$ cat src/rtl/shift_reg_univ.sv
// Universal shift register: hold, shift, rotate, arithmetic shift and parallel load in
// either direction, plus a burst engine that runs exactly burst_len steps per start pulse.
module shift_reg_univ #(
  parameter int                 WIDTH   = 16,
  parameter logic [WIDTH-1:0]   RST_VAL = '0,
  localparam int                CW      = $clog2(WIDTH + 1)
) (
  input  logic             clk,
  input  logic             rstn,
  input  logic             en,
  input  logic [2:0]       mode,
  input  logic             dir,
  input  logic             d,
  input  logic [WIDTH-1:0] par_in,
  input  logic             start,
  input  logic [CW-1:0]    burst_len,
  output logic [WIDTH-1:0] out,
  output logic             so_msb,
  output logic             so_lsb,
  output logic             busy,
  output logic             done
);

  localparam logic [2:0] MODE_HOLD  = 3'b000;
  localparam logic [2:0] MODE_SHIFT = 3'b001;
  localparam logic [2:0] MODE_ROT   = 3'b010;
  localparam logic [2:0] MODE_LOAD  = 3'b011;
  localparam logic [2:0] MODE_ARITH = 3'b100;

  typedef enum logic [1:0] {
    ST_IDLE = 2'd0,
    ST_RUN  = 2'd1,
    ST_DONE = 2'd2
  } state_t;

  state_t           state_q, state_d;
  logic [WIDTH-1:0] out_q, out_d;
  logic [CW-1:0]    count_q, count_d;
  logic [2:0]       bmode_q, bmode_d;
  logic             bdir_q, bdir_d;
  logic             busy_q, busy_d;
  logic             done_q, done_d;
  logic             start_ok;

  // One register step for a given operation; reserved codes fall through to hold.
  function automatic logic [WIDTH-1:0] step(
    input logic [WIDTH-1:0] cur,
    input logic [2:0]       op,
    input logic             right,
    input logic             fill,
    input logic [WIDTH-1:0] load_val
  );
    logic [WIDTH-1:0] nxt;
    nxt = cur;
    case (op)
      MODE_SHIFT: nxt = right ? {fill, cur[WIDTH-1:1]}       : {cur[WIDTH-2:0], fill};
      MODE_ROT:   nxt = right ? {cur[0], cur[WIDTH-1:1]}     : {cur[WIDTH-2:0], cur[WIDTH-1]};
      MODE_ARITH: nxt = right ? {cur[WIDTH-1], cur[WIDTH-1:1]} : {cur[WIDTH-2:0], 1'b0};
      MODE_LOAD:  nxt = load_val;
      default:    nxt = cur;
    endcase
    return nxt;
  endfunction

  // Only the stepping modes can run a burst; load/hold/reserved with start are plain ops.
  assign start_ok = en && start &&
                    ((mode == MODE_SHIFT) || (mode == MODE_ROT) || (mode == MODE_ARITH));

  always_comb begin
    // NOTE: every signal gets a default first so no path leaves it unassigned (no latches).
    state_d = state_q;
    out_d   = out_q;
    count_d = count_q;
    bmode_d = bmode_q;
    bdir_d  = bdir_q;

    unique case (state_q)
      ST_IDLE: begin
        if (start_ok) begin
          bmode_d = mode;
          bdir_d  = dir;
          count_d = burst_len;
          state_d = (burst_len != '0) ? ST_RUN : ST_DONE;
        end else if (en) begin
          out_d = step(out_q, mode, dir, d, par_in);
        end
      end
      ST_RUN: begin
        if (en) begin
          out_d   = step(out_q, bmode_q, bdir_q, d, par_in);
          count_d = count_q - CW'(1);
          if (count_q == CW'(1)) state_d = ST_DONE;
        end
      end
      ST_DONE: state_d = ST_IDLE;
      default: state_d = ST_IDLE;
    endcase

    // Status flags are registered from the next state so they line up with it.
    busy_d = (state_d != ST_IDLE);
    done_d = (state_d == ST_DONE);
  end

  // NOTE: sequential state uses non-blocking assignments so all flops update together.
  always_ff @(posedge clk or negedge rstn) begin
    if (!rstn) begin
      state_q <= ST_IDLE;
      out_q   <= RST_VAL;
      count_q <= '0;
      bmode_q <= MODE_HOLD;
      bdir_q  <= 1'b0;
      busy_q  <= 1'b0;
      done_q  <= 1'b0;
    end else begin
      state_q <= state_d;
      out_q   <= out_d;
      count_q <= count_d;
      bmode_q <= bmode_d;
      bdir_q  <= bdir_d;
      busy_q  <= busy_d;
      done_q  <= done_d;
    end
  end

  assign out    = out_q;
  assign so_msb = out_q[WIDTH-1];
  assign so_lsb = out_q[0];
  assign busy   = busy_q;
  assign done   = done_q;

endmodule

$ cat config.mk
export PLATFORM = sky130hd
export DESIGN_NAME = shift_reg_univ
export DESIGN_NICKNAME = d
export VERILOG_FILES = /design/src/rtl/shift_reg_univ.sv
export SDC_FILE = /design/constraint.sdc
export NUM_CORES = 1
export LEC_CHECK = 0
export BUFFER_PORTS_ARGS = -buffer_cell sky130_fd_sc_hd__buf_2
export CAP_MARGIN = 20
export CORE_MARGIN = 2
export CORE_UTILIZATION = 50
export DETAILED_ROUTE_END_ITERATION = 10
export GPL_ROUTABILITY_DRIVEN = 0
export PLACE_DENSITY = 0.73
export SYNTH_ARGS = -nofsm -noshare
export SYNTH_HDL_FRONTEND = slang
export SYNTH_SLANG_ARGS = --single-unit
$ cat constraint.sdc
create_clock -name clk -period 1.8 [get_ports clk]
set_input_delay 0.36 -clock clk [delete_from_list [all_inputs] [get_ports clk]]
set_output_delay 0.36 -clock clk [all_outputs]
set_load 0.005 [all_outputs]
==> reports/summary.txt, run 1 <==
hold_ws = 114 ps
Hold Path Class = input pin to async pin
CP max FO = 7
RSZ-0062 raised after global routing = true
Yosys reg bits = 29
Nets = 360
CTS tree = done
critical path's slowest cell = dfrtp_1
synth unique cells = 52
largest area contributor in the netlist = dfrtp_1
most common cell after layout, fill and taps aside = buf_2
CTS Buf Count = 5
Starting DRT DRC Count = 245
Clock Latency Late Sink = 290 ps
Pint = 2.51 mW
share of post-route cells with drive strength above 1 = 34.1%
post-place instance area = 0.00273 mm²
antenna violations before repair = 0
Clock Tree Root = clkbuf_8
Clock Sink Count = 29
Setup crit end kind = flop
Mapped Area = 0.00231 mm²
failing checks = negative setup slack
Post-Synthesis Cells = 266
critical path class = flop to flop
setup ws final = -27.5 ps
worst path required time = 1970 ps
H-tree depth = 2
Cell Pwr Density = 1500 mW/mm²
Post-Syn Nets = 298
final WL = 6010 µm
Post-Route Setup TNS = -119 ps
most frequent CP cell = buf_6
num rows = 24
top cell type's share of synthesized area = 31.4%
Comb pwr share = 57.4%
pin count of the biggest net entering global routing = 30
hpwl dp = 4050 µm
area of all placed cells without fillers = 0.00293 mm²
P_sw = 1.87 mW
crit share post-route = 102%
number of enable flip-flop cells after synthesis = 0
# fillers = 376
top_reg_cell synth = dfrtp_1
synthesis-to-finish area growth = 26.7%
Synth async-reset ratio = 100%
post-route ant nets = 0
I/O pin count = 50
fmax = 0.547 GHz
Post-Route Skew = 8.32 ps
reg-to-reg slack, setup = -30 ps
total grt overflow = 0
Reg-to-Reg Start = state_q[1]
max-slew violations = 0
Seq pwr share = 30.0%
area of the core = 0.00441 mm²
Die Y = 72.0 µm
Clock Power Share = 12.6%
worst-path cell chain = buf_6, and3b_1, o211a_1, nor4_4, buf_6, mux2_4
worst-case clock buffer depth = 2
r2r worst-path depth = 6
Seq/Total Area, Yosys = 31.4%
Buffers on Ports = 49
Die Wd = 72.0 µm
endpoints failing setup = 10
Slew Limit Headroom = 54.5%
Max IR drop VDD = 0.000746 V
number of max-cap violations = 0
post-layout min period = 1830 ps
global-route wire length before repair = 9980 µm
Ys Warns = 0
WP data arrival = 2000 ps
main area contributors after synthesis = dfrtp_1 31%, a2111oi_0 6.4%, mux2i_1 6.1%, a31oi_1 4.1%, nor2b_1 4.1%
final hold violation count = 0
Avg Inst Size Synth = 8.69 µm²
Initial Utilization = 52.4%
status = complete, but fails checks
n_diodes = 0
Global Route Usage Sum = 24.4%
Worst Tran Pin Value = 683 ps
per-cell routed wire length = 15.8 µm
startpoint types = flop
first-pass iteration count of the detailed router = 4
Clock Pin Slew Worst Setup and Hold Paths = 60 ps
sw frac = 42.6%
vias post-DR = 2309
Via density = 6.08
hold-fix buffer count after cts = 0
vias in the first global route = 2202
CP max stage delay = 370 ps
most frequent cells in the layout = 49 x buf_2, 29 x dfrtp_1, 23 x buf_4, 18 x inv_1, 17 x a21oi_1
reg2reg end = out[0]
DRC violations left = 0
Die Area = 0.00518 mm²
Lkg Pwr = 1.30 nW
-- worst max-delay path, delay by kind of cell, from the launching register on --
kind / cells / cell delay [ps]
AOI/OAI and AO/OA: 1 / 250
DFF: 1 / 370
muxes: 1 / 300
and+or+nand+nor: 2 / 470
buffers and inverters: 2 / 330
-- sequential cells by signal, indices dropped and copies added (netlist names) --
signal,cells
count_q,5
done,1
out,16
state_q,2
busy,1
bdir_q,1
bmode_q,3
-- area by class of cell --
type                       instances  area [µm²]  share of cell area (%)
inverter                          18        67.6                    2.31
sequential                        29         726                    24.8
multi-input combinational        193        1430                    48.9
timing repair buffer              81         551                    18.8
tap                               52        65.1                    2.22
clock buffer                       7        86.3                    2.95
-- through the flow --
| step | total power, mW | util [%] | worst slack, ps | std cells |
|---|---|---|---|---|
| 5_1_grt | 4.76 | 66.3 | -117 | 380 |
| 4_1_cts | 4.23 | 63.9 | -50.7 | 376 |
| 6_report | 4.38 | 66.3 | -27.5 | 380 |
| 2_1_floorplan | 2.88 | - | -18.7 | 266 |
| 3_5_place_dp | 3.65 | 61.7 | -160 | 369 |
| 3_3_place_gp | 3.57 | 61.7 | -109 | 369 |
-- worst max path at each step --
stage	start	end	slack (ps)	cells after the start
6_report	state_q[1]	out[0]	-30	6
5_1_grt	state_q[1]	out[11]	-120	7
4_1_cts	state_q[1]	out[15]	-50	5
3_5_place_dp	en	out[12]	-160	8
3_3_place_gp	en	out[8]	-110	8
2_1_floorplan	state_q[0]	out[15]	-20	5
-- timing repair --
item / 4_1_cts / 5_1_grt
buffers inserted: 0 / 2
resized for setup: 5 / 16
pin swaps: 3 / 2
gates cloned: 0 / 2
setup endpoints to repair: 16 / 21
-- per-layer routing --
metal	up-vias	part of all wire [%]	GRT usage (%)
met5	-	0	0
met4	0	1.9	10.9
met3	9	4.2	5.00
met2	64	49	39.4
met1	1112	44	31.7
li1	1124	-	-
-- synthesized netlist by cell type (all sizes together), types with 2 or more instances --
cell type  instances
a21oi             17
a2111oi           17
o31ai              2
mux2i             14
mux2               2
and3b              2
and2               2
clkbuf            10
nand3              2
nand2b             5
nor2b             15
ha                 2
nand2             13
o211ai            16
o211a              2
a31oi             15
nor4bb             2
o21ai             24
dfrtp             29
nor3               4
nor2              10
o21a               2
o21bai             2
inv               18
or3                2
o32ai              3
buf               16
-- power groups by stage --
stage          Clock, mW  Sequential (mW)  Combinational [mW]
3_5_place_dp           0             1.31                2.34
5_1_grt            0.590             1.36                2.81
4_1_cts            0.563             1.30                2.37
3_3_place_gp           0             1.29                2.28
6_report           0.552             1.31                2.51
2_1_floorplan          0             1.23                1.65
-- kinds of logic after synthesis --
group	synth area share, %
buf+inv	8.72
simple gates	17.4
flops	31.4
fa+ha+maj	1.08
mux	7.36
xor+xnor	0.758
compound gates	33.3
No activity file was read; power rests on OpenSTA's default activity.
==> run 2: changes to the inputs <==
- CORE_UTILIZATION: 50 -> 25
- PLACE_DENSITY: 0.73 -> 0.4
==> run 2 against run 1 <==
  * The flow still finishes with violations (negative setup slack)
  * Critical path type unchanged
  * Non-clock buffer count increased by 4
  * Cell count is 17% higher
  * Sequential share of layout area is 1.1 points lower
  * Hold slack got worse by 89 ps
  * Die area increased by 94%
  * Combinational power is 2% higher
==> reports/summary.txt, run 2 (synthesized netlist as in run 1, its figures left out) <==
status = complete, but fails checks
failing checks = negative setup slack
most frequent cells in the layout = 50 x buf_2, 29 x dfrtp_1, 25 x buf_4, 18 x inv_1
CP max FO = 6 (-1)
vias in the first global route = 2130 (-3.3%)
I/O pin count = 50 (unchanged)
hold_ws = 25.1 ps (-89.3 ps)
post-route ant nets = 0 (unchanged)
Nets = 364 (+1.1%)
Clock Pin Slew Worst Setup and Hold Paths = 80 ps (+20 ps)
Clock Sink Count = 29 (unchanged)
Hold Path Class = input pin to async pin
hpwl dp = 4800 µm (+18%)
Buffers on Ports = 49 (unchanged)
post-layout min period = 1810 ps (-15.8 ps)
hold-fix buffer count after cts = 0 (unchanged)
max-slew violations = 0 (unchanged)
global-route wire length before repair = 11400 µm (+14%)
pin count of the biggest net entering global routing = 30 (unchanged)
Lkg Pwr = 1.33 nW (+2.9%)
num rows = 35 (+46%)
WP data arrival = 1970 ps (-30 ps)
Initial Utilization = 25.4% (-27 points)
fmax = 0.552 GHz (+0.87%)
Starting DRT DRC Count = 59 (-76%)
critical path class = flop to flop
Die Wd = 100 µm (+39%)
Die Y = 100 µm (+39%)
Post-Route Setup TNS = -19.1 ps (+100 ps)
first-pass iteration count of the detailed router = 4 (unchanged)
vias post-DR = 2248 (-2.6%)
synthesis-to-finish area growth = 32.4%
final hold violation count = 0 (unchanged)
Die Area = 0.0100 mm² (+94%)
worst path required time = 1960 ps (about the same)
DRC violations left = 0 (unchanged)
Via density = 5.06 (-17%)
share of post-route cells with drive strength above 1 = 34.5% (+0.39 points)
crit share post-route = 101% (-0.88 points)
Setup crit end kind = flop
Clock Latency Late Sink = 280 ps (about the same)
Clock Tree Root = clkbuf_8
Slew Limit Headroom = 71.2% (+17 points)
H-tree depth = 2 (unchanged)
Cell Pwr Density = 1470 mW/mm² (-1.5%)
worst-case clock buffer depth = 2 (unchanged)
endpoints failing setup = 3 (-7)
per-cell routed wire length = 15.7 µm (-0.55%)
n_diodes = 0 (unchanged)
post-place instance area = 0.00286 mm² (+4.9%)
number of max-cap violations = 0 (unchanged)
Post-Route Skew = 13.4 ps (+5.07 ps)
RSZ-0062 raised after global routing = true
area of all placed cells without fillers = 0.00306 mm² (+4.5%)
Max IR drop VDD = 0.000501 V (-33%)
total grt overflow = 0 (unchanged)
setup ws final = -11.7 ps (+15.8 ps)
Worst Tran Pin Value = 431 ps (-252 ps)
Global Route Usage Sum = 14.2% (-10 points)
max reg flops = 16 (unchanged)
# fillers = 975 (+160%)
antenna violations before repair = 0 (unchanged)
most common cell after layout, fill and taps aside = buf_2
CTS Buf Count = 5 (unchanged)
area of the core = 0.00911 mm² (+110%)
total design power = 4.50 mW (+2.9%)
startpoint types = flop
CTS tree = done
final WL = 6990 µm (+16%)
[run 2: changes by cell type in the layout (fill, tap and decap cells not counted), sizes merged]
cell / before / now
buf: 79 / 84
clkdlybuf4s15: 1 / 0
clkinv: 0 / 1
[run 2: final cells by class]
type,instances,area [µm²],area share (%)
multi-input combinational,193,1410,46.2
sequential,29,726,23.7
timing repair buffer,85,612,20.0
tap,111,139,4.54
clock buffer,7,96.3,3.15
inverter,18,67.6,2.21
clock inverter,1,5.00,0.164
[run 2: worst paths after layout]
check / cells past startpoint / slack [ps] / end / from
min: 2 / 30 / out[15] / rstn
max in group asynchronous: 2 / 1600 / out[11] / rstn
max reg2reg: 7 / -10 / out[11] / state_q[0]
max: 7 / -10 / out[11] / state_q[0]
min in group clk: 3 / 320 / out[3] / par_in[3]
min reg2reg: 2 / 510 / count_q[4] / count_q[4]
[run 2: per-stage QoR]
stage / worst slack [ps] / std cells / utilization (%)
2_1_floorplan: -18.7 / 266 / -
3_3_place_gp: -186 / 431 / 31.4
3_5_place_dp: -200 / 431 / 31.4
4_1_cts: -30.9 / 441 / 33.1
5_1_grt: -92.1 / 444 / 33.6
6_report: -11.7 / 444 / 33.6
[run 2: timing repair]
item,CTS,global route
gates resized for setup,10,4
endpoints found under the setup margin,15,17
endpoints found under the hold margin,0,0
pin swaps,5,5
gates cloned,0,2
setup buffers,2,1
[run 2: critical path: stages, from the launching register on]
cell,delay (ps)
dfrtp_1,390
or4bb_4,570
nor3_4,210
nor4_4,90
buf_6,140
buf_8,130
o211ai_1,70
o21ai_1,90
[run 2: power breakdown]
part	switching, mW	total [mW]	internal [mW]
clock	0.276	0.622	0.346
combinational	1.27	2.56	1.30
sequential	0.384	1.32	0.934
[run 2: layer usage]
metal  part of all wire [%]  track usage [%]
met1                     51             19.8
met2                     45             22.6
met3                    3.1             2.30
met4                   0.99             4.11
met5                      0                0
